### config.mk
export PLATFORM = sky130hd
export DESIGN_NAME = pwm_scheduler_3lfcc_flat
export DESIGN_NICKNAME = d
export VERILOG_FILES = /design/src/rtl/pwm_scheduler_3lfcc_pkg.sv /design/src/rtl/pwm_scheduler_3lfcc_if.sv /design/src/rtl/pwm_scheduler_3lfcc_deadtime.sv /design/src/rtl/pwm_scheduler_3lfcc.sv /design/src/flat_wrapper.sv
export SDC_FILE = /design/constraint.sdc
export NUM_CORES = 1
export LEC_CHECK = 0
export BUFFER_PORTS_ARGS = -buffer_cell sky130_fd_sc_hd__buf_2
export CAP_MARGIN = 20
export CORE_MARGIN = 5
export CORE_UTILIZATION = 51
export DETAILED_ROUTE_END_ITERATION = 8
export GPL_TIMING_DRIVEN = 0
export HOLD_SLACK_MARGIN = 0.03
export PLACE_DENSITY_LB_ADDON = 0.05
export REMOVE_ABC_BUFFERS = 1
export SYNTH_ARGS = -nofsm -noshare
export SYNTH_HDL_FRONTEND = slang
export SYNTH_HIERARCHICAL = 1
export SYNTH_SLANG_ARGS = --single-unit
export TNS_END_PERCENT = 20
### constraint.sdc
create_clock -name clk -period 1.6 [get_ports clk]
set_input_delay 0 -clock clk [delete_from_list [all_inputs] [get_ports clk]]
set_output_delay 0 -clock clk [all_outputs]
set_load 0.02 [all_outputs]
### src/rtl/pwm_scheduler_3lfcc_pkg.sv
// lfcc_pkg: shared FSM state type and carrier/dead-time constants for the 3-level FC PWM scheduler
package lfcc_pkg;
  typedef enum logic [1:0] {IDLE, ARM, RUN, FAULT} state_t;
  localparam int WIDTH_TRIANG_DEF = 7;
  localparam int DEADTIME_DEF = 4;
  function automatic int carrier_max(input int w);
    return (1 << w) - 1;
  endfunction
  localparam int CARRIER_MAX = carrier_max(WIDTH_TRIANG_DEF);
endpackage

### src/rtl/pwm_scheduler_3lfcc_if.sv
// pwm_scheduler_3lfcc_if: duty command valid/ready handshake from the control loop
interface pwm_scheduler_3lfcc_if #(parameter int W = 7);
  logic [W-1:0] duty_in;
  logic duty_valid;
  logic duty_ready;
  modport master(output duty_in, output duty_valid, input duty_ready);
  modport slave(input duty_in, input duty_valid, output duty_ready);
endinterface

### src/rtl/pwm_scheduler_3lfcc_deadtime.sv
// deadtime_inserter: complementary gate pair that waits DEADTIME cycles with both gates low on every target change
module deadtime_inserter
  import lfcc_pkg::*;
#(
  parameter int DEADTIME = DEADTIME_DEF,
  parameter int DT_W = 4
) (
  input  logic clk,
  input  logic rst,
  input  logic clr,
  input  logic target,
  output logic hi,
  output logic lo
);
  logic [DT_W-1:0] cnt_q, cnt_d;
  logic tgt_q, tgt_d, armed_q, armed_d, hi_q, hi_d, lo_q, lo_d;
  logic change, settled;
  // armed_q low after a clear forces the first target to be treated as a change
  always_comb begin
    change = !armed_q || (target != tgt_q);
    settled = !clr && !change && (cnt_q <= DT_W'(1));
    armed_d = !clr;
    tgt_d = clr ? 1'b0 : target;
    cnt_d = clr ? '0 : change ? DT_W'(DEADTIME) : (cnt_q > DT_W'(1)) ? cnt_q - DT_W'(1) : '0;
    hi_d = settled && tgt_q;
    lo_d = settled && !tgt_q;
  end
  always_ff @(posedge clk or posedge rst) begin
    if (rst) begin
      cnt_q <= '0;
      tgt_q <= 1'b0;
      armed_q <= 1'b0;
      hi_q <= 1'b0;
      lo_q <= 1'b0;
    end else begin
      cnt_q <= cnt_d;
      tgt_q <= tgt_d;
      armed_q <= armed_d;
      hi_q <= hi_d;
      lo_q <= lo_d;
    end
  end
  assign hi = hi_q;
  assign lo = lo_q;
endmodule

### src/rtl/pwm_scheduler_3lfcc.sv
// pwm_scheduler_3lfcc: phase-shifted PWM with shadowed duty, dead time on two legs and ADC trigger scheduling
module pwm_scheduler_3lfcc
  import lfcc_pkg::*;
#(
  parameter int WIDTH_TRIANG = WIDTH_TRIANG_DEF,
  parameter int DEADTIME = DEADTIME_DEF,
  parameter int DT_W = 4
) (
  input  logic clk,
  input  logic rst,
  input  logic [WIDTH_TRIANG-1:0] count,
  input  logic XADC_Event,
  input  logic enable,
  input  logic fault,
  pwm_scheduler_3lfcc_if.slave duty,
  output logic gate_a_hi,
  output logic gate_a_lo,
  output logic gate_b_hi,
  output logic gate_b_lo,
  output logic adc_trig,
  output logic adc_phase,
  output logic running,
  output logic fault_latched
);
  localparam logic [WIDTH_TRIANG-1:0] MAX = WIDTH_TRIANG'(carrier_max(WIDTH_TRIANG));
  state_t state_q, state_d;
  logic [WIDTH_TRIANG-1:0] pend_q, pend_d, act_q, act_d;
  logic pflag_q, pflag_d, cmp_a_q, cmp_a_d, cmp_b_q, cmp_b_d;
  logic trig_q, trig_d, phase_q, phase_d, running_q, fault_latched_q;
  logic is_run, accept, xfer, clr;
  always_comb begin
    is_run = state_q == RUN;
    accept = duty.duty_valid && !pflag_q;
    xfer = XADC_Event && pflag_q && (is_run || state_q == ARM);
    pend_d = accept ? duty.duty_in : pend_q;
    pflag_d = xfer ? 1'b0 : accept ? 1'b1 : pflag_q;
    act_d = xfer ? pend_q : act_q;
    cmp_a_d = is_run && (act_q > count);
    cmp_b_d = is_run && (act_q > (MAX - count));
    trig_d = is_run && XADC_Event;
    phase_d = trig_d ? (count == MAX) : phase_q;
    // a trip drops the gates on the very next edge, bypassing dead time
    clr = !is_run || fault;
    case (state_q)
      IDLE:    state_d = enable ? ARM : IDLE;
      ARM:     state_d = (XADC_Event && count == '0) ? RUN : ARM;
      RUN:     state_d = enable ? RUN : IDLE;
      FAULT:   state_d = enable ? FAULT : IDLE;
      default: state_d = IDLE;
    endcase
    state_d = fault ? FAULT : state_d;
  end
  always_ff @(posedge clk or posedge rst) begin
    if (rst) begin
      state_q <= IDLE;
      running_q <= 1'b0;
      fault_latched_q <= 1'b0;
    end else begin
      state_q <= state_d;
      running_q <= state_d == RUN;
      fault_latched_q <= state_d == FAULT;
    end
  end
  always_ff @(posedge clk or posedge rst) begin
    if (rst) begin
      pend_q <= '0;
      act_q <= '0;
      pflag_q <= 1'b0;
      cmp_a_q <= 1'b0;
      cmp_b_q <= 1'b0;
      trig_q <= 1'b0;
      phase_q <= 1'b0;
    end else begin
      pend_q <= pend_d;
      act_q <= act_d;
      pflag_q <= pflag_d;
      cmp_a_q <= cmp_a_d;
      cmp_b_q <= cmp_b_d;
      trig_q <= trig_d;
      phase_q <= phase_d;
    end
  end
  deadtime_inserter #(.DEADTIME(DEADTIME), .DT_W(DT_W)) u_leg_a (
    .clk(clk), .rst(rst), .clr(clr), .target(cmp_a_q), .hi(gate_a_hi), .lo(gate_a_lo)
  );
  deadtime_inserter #(.DEADTIME(DEADTIME), .DT_W(DT_W)) u_leg_b (
    .clk(clk), .rst(rst), .clr(clr), .target(cmp_b_q), .hi(gate_b_hi), .lo(gate_b_lo)
  );
  assign duty.duty_ready = !pflag_q;
  assign adc_trig = trig_q;
  assign adc_phase = phase_q;
  assign running = running_q;
  assign fault_latched = fault_latched_q;
endmodule

### src/flat_wrapper.sv
// flat-port wrapper written by rule: the top's interface ports become plain ports
module pwm_scheduler_3lfcc_flat import lfcc_pkg::*;
#(
  parameter int WIDTH_TRIANG = WIDTH_TRIANG_DEF,
  parameter int DEADTIME = DEADTIME_DEF,
  parameter int DT_W = 4
)
  (clk, rst, count, XADC_Event, enable, fault, gate_a_hi, gate_a_lo, gate_b_hi, gate_b_lo, adc_trig, adc_phase, running, fault_latched, duty_duty_in, duty_duty_valid, duty_duty_ready);
  pwm_scheduler_3lfcc_if #(.W((7))) duty_i ();
  input  logic clk;
  input  logic rst;
  input  logic [WIDTH_TRIANG-1:0] count;
  input  logic XADC_Event;
  input  logic enable;
  input  logic fault;
  output logic gate_a_hi;
  output logic gate_a_lo;
  output logic gate_b_hi;
  output logic gate_b_lo;
  output logic adc_trig;
  output logic adc_phase;
  output logic running;
  output logic fault_latched;
  input wire logic [$bits(duty_i.duty_in)-1:0] duty_duty_in;
  input wire logic [$bits(duty_i.duty_valid)-1:0] duty_duty_valid;
  output wire logic [$bits(duty_i.duty_ready)-1:0] duty_duty_ready;
  assign duty_i.duty_in = duty_duty_in;
  assign duty_i.duty_valid = duty_duty_valid;
  assign duty_duty_ready = duty_i.duty_ready;
  pwm_scheduler_3lfcc #(.WIDTH_TRIANG(WIDTH_TRIANG), .DEADTIME(DEADTIME), .DT_W(DT_W)) u_core (.clk(clk), .rst(rst), .count(count), .XADC_Event(XADC_Event), .enable(enable), .fault(fault), .duty(duty_i), .gate_a_hi(gate_a_hi), .gate_a_lo(gate_a_lo), .gate_b_hi(gate_b_hi), .gate_b_lo(gate_b_lo), .adc_trig(adc_trig), .adc_phase(adc_phase), .running(running), .fault_latched(fault_latched));
endmodule
==> metrics.yaml <==
final_layout:
  fin_util_pct: 64.42
  num-fill-cells: 340
  drive_gt1_share_pct: 28.76
  layout.nets: 267
  layoutNonFillerInstCount: 276
  diodes: 0
  area_growth_pct: 24.54
route:
  initialDrtViolationCount: 65
  vias: 1462
  wl_per_cell_um: 14.12
  drt-total-wl_um: 3897
  ant_nets: 0
  drc: 0
  vias_per_cell: 5.297
  dr.pass1.iters: 4
power:
  ir_drop_mv: 0.9458
  p_leak_nw: 1.240
  power.density_nw_per_um2: 1211
grt:
  grt_start_max_net_pins: 24
  grt_overflow: 0
  grt_pass1_vias: 1523
  grt_pass1_wl_um: 6444
  antenna_found_initial: 0
  grtUsageTotal_pct: 16.02
worst_setup_path:
  endpoint_kind: "flop"
  cp_cell_sequence: "dlygate4sd3_1, buf_2, inv_1, ha_4, nor3_1, o31a_1, o311a_1"
  worstPathMaxFanout: 4
  cpPeakStageDelay_ps: 520
  criticalPathCategory: "input pin to flop"
  rr_startpoint: "u_core/act_q[2]"
  worst_path_max_delay_cell: "dlygate4sd3_1"
  reg2reg_slack_ps: 50
  arrival_ps: 1730
  worstReg2RegEnd: "u_core/cmp_b_q"
  start_kind: "input pin"
  r2r_cells: 4
  required_ps: 1780
placement:
  portBuffers: 28
  dpl.hpwl_um: 2993
  routabilityCongestion: 0.8619
  pre_cts_ws_ps: -29.85
  dp.cells: 254
timing:
  holdWs_ps: 35.61
  fin_tns_setup_ps: 0
  finalSetupViolations: 0
  slew_viol_final: 0
  timing.fmax_mhz: 643.3
  final.min_clock_period_ps: 1555
  rsz0062_at_grt: "no"
  slew_headroom_pct: 41.50
  hold_viol: 0
  setup_ws_ps: 45.40
  period_share_pct: 97.16
  worst_pin_slew_ps: 876.6
  skew_ps: 7.896
yosys:
  seq_area_frac_synth_pct: 48.21
  synth_mux_area_share_pct: 8.900
  yosysMostFrequentCell: "dfrtp_1"
  synth_edf_count: 0
  async_reset_ff_share_pct: 100.0
  synth_top_family_by_area: "simple AND/OR/NAND/NOR gates"
  ys.flop_type: "dfrtp_1"
  syn_avg_cell_area_sq_um: 11.44
  synthAdderAreaFrac_pct: 13.60
  synth_top_cell_area_share_pct: 48.21
  yosys-top-cells-area: "dfrtp_1 48%, ha_1 14%, mux2_2 8.9%"
  synth-seq-cells: 39
  synth_xor_area_share_pct: 2.472
  syn_inst: 177
  yosys_warnings: 6
  synth_area_sq_um: 2024
  synth_top_area_cell: "dfrtp_1"
  yosys.area_share.simple_pct: 15.33
  ys_types: 34
  synth_compound_area_share_pct: 6.984
  yosys-top-cells-count: "39 x dfrtp_1, 23 x inv_1, 22 x ha_1, 16 x mux2_2, 13 x nor2_1"
outcome:
  status: "completed"
clock_tree:
  postCtsSetupRepairBufs: 0
  clock-sinks: 39
  clock_latency_ps: 290
  h-tree-depth: 2
  path_clk_slew_ps: 70
  cts_buffers: 5
  cts_tree: "done"
  clock_path_buffers: 2
  cts_root_buffer: "clkbuf_8"
worst_hold_path:
  worstHoldPathCells: 3
  hp-start: "count[2]"
  hold_path_end: "u_core/adc_phase"
  hp-class: "input pin to flop"
die:
  die_w_um: 73.01
  ios: 29
  core_area_sq_um: 3914
  rows: 23
  die_h_um: 73.01
  start_util_pct: 51.73
  dieArea_sq_um: 5330
run:
  max-cap-violations: 0
==> final cells by class <==
class                   count  area (sq um)  share of cell area [%]
multi-input cells         114          1003                   39.80
flip-flops and latches     39         975.9                   38.71
repair buffers             42         280.3                   11.12
inverters                  23         86.33                   3.424
clock buffers               5         68.82                   2.730
well taps                  50         62.56                   2.481
clock inverters             3         43.79                   1.737
==> how the worst max path moves through the flow <==
stage / end / slack [ps] / start / cells past startpoint
2_1_floorplan: u_core/cmp_b_q / 120 / u_core/act_q[2] / 4
3_3_place_gp: u_core/cmp_b_q / 20 / u_core/act_q[6] / 4
3_5_place_dp: u_core/u_leg_a/cnt_q[0] / -30 / u_core/state_q[0] / 6
4_1_cts: u_core/cmp_b_q / 4 / u_core/act_q[2] / 4
5_1_grt: u_core/cmp_a_q / 10 / u_core/act_q[4] / 4
6_report: u_core/cmp_b_q / 50 / count[1] / 7
==> cell usage in the layout, fill, tap and decap left out, drive strengths merged, types with 2 or more instances in the layout <==
cell type / count
o311a: 2
buf: 28
nor2b: 7
nand4: 2
a21oi: 4
inv: 23
a31oi: 3
nand2: 8
nand3: 4
dfrtp: 39
nor4: 2
ha: 22
and4b: 2
and4: 2
clkinv: 2
o21ai: 3
mux2: 16
nand2b: 2
xnor2: 4
clkbuf: 5
nor3: 5
o311ai: 2
dlygate4sd3: 14
nor2: 13
==> worst max-delay path: cells and delay by family <==
family,cells,cell delay (ps)
simple gates,1,50
fa+ha+maj,1,280
compound gates,2,620
buf+inv,3,780
==> sequential cells by signal, indices dropped and copies added (netlist names), 2 cells and up <==
register              cells
u_core/act_q              7
u_core/pend_q             7
u_core/u_leg_a/cnt_q      4
u_core/u_leg_b/cnt_q      4
u_core/state_q            2
==> routing by layer <==
layer  wire length [um]  vias up  GRT usage (%)
li1                   -      708              -
met1               1518      709          16.45
met2               2098       34          28.70
met3                174       11          5.510
met4                105        0          7.787
met5                  0        -              0
==> per-stage QoR <==
step | instance area [sq um] | power [mW]
final | 2521 | 3.053
after floorplan | 2019 | 1.924
after global placement | 2222 | 2.083
after global routing | 2521 | 3.255
after detailed placement | 2222 | 2.163
after CTS | 2484 | 3.031
==> power breakdown <==
part	internal, mW	switching [mW]	total [mW]
Combinational	0.462	0.421	0.883
Clock	0.464	0.343	0.807
Sequential	1.20	0.159	1.36
Total	2.13	0.924	3.05
==> logic make-up after synthesis <==
logic type,Yosys count
AND/OR/NAND/NOR,52
multiplexers,16
adder cells (fa/ha/maj),22
XOR/XNOR,4
AO/OA/AOI/OAI,20
flip-flops,39
buffers and inverters,24
==> timing repair <==
| action | in CTS | in global routing |
|---|---|---|
| gates cloned | 0 | 0 |
| hold buffers | 14 | 0 |
| endpoints found under the hold margin | 53 | 0 |
| gates resized for setup | 2 | 7 |
| endpoints found under the setup margin | 7 | 9 |
Note: power is estimated with default switching activity, not from simulation.
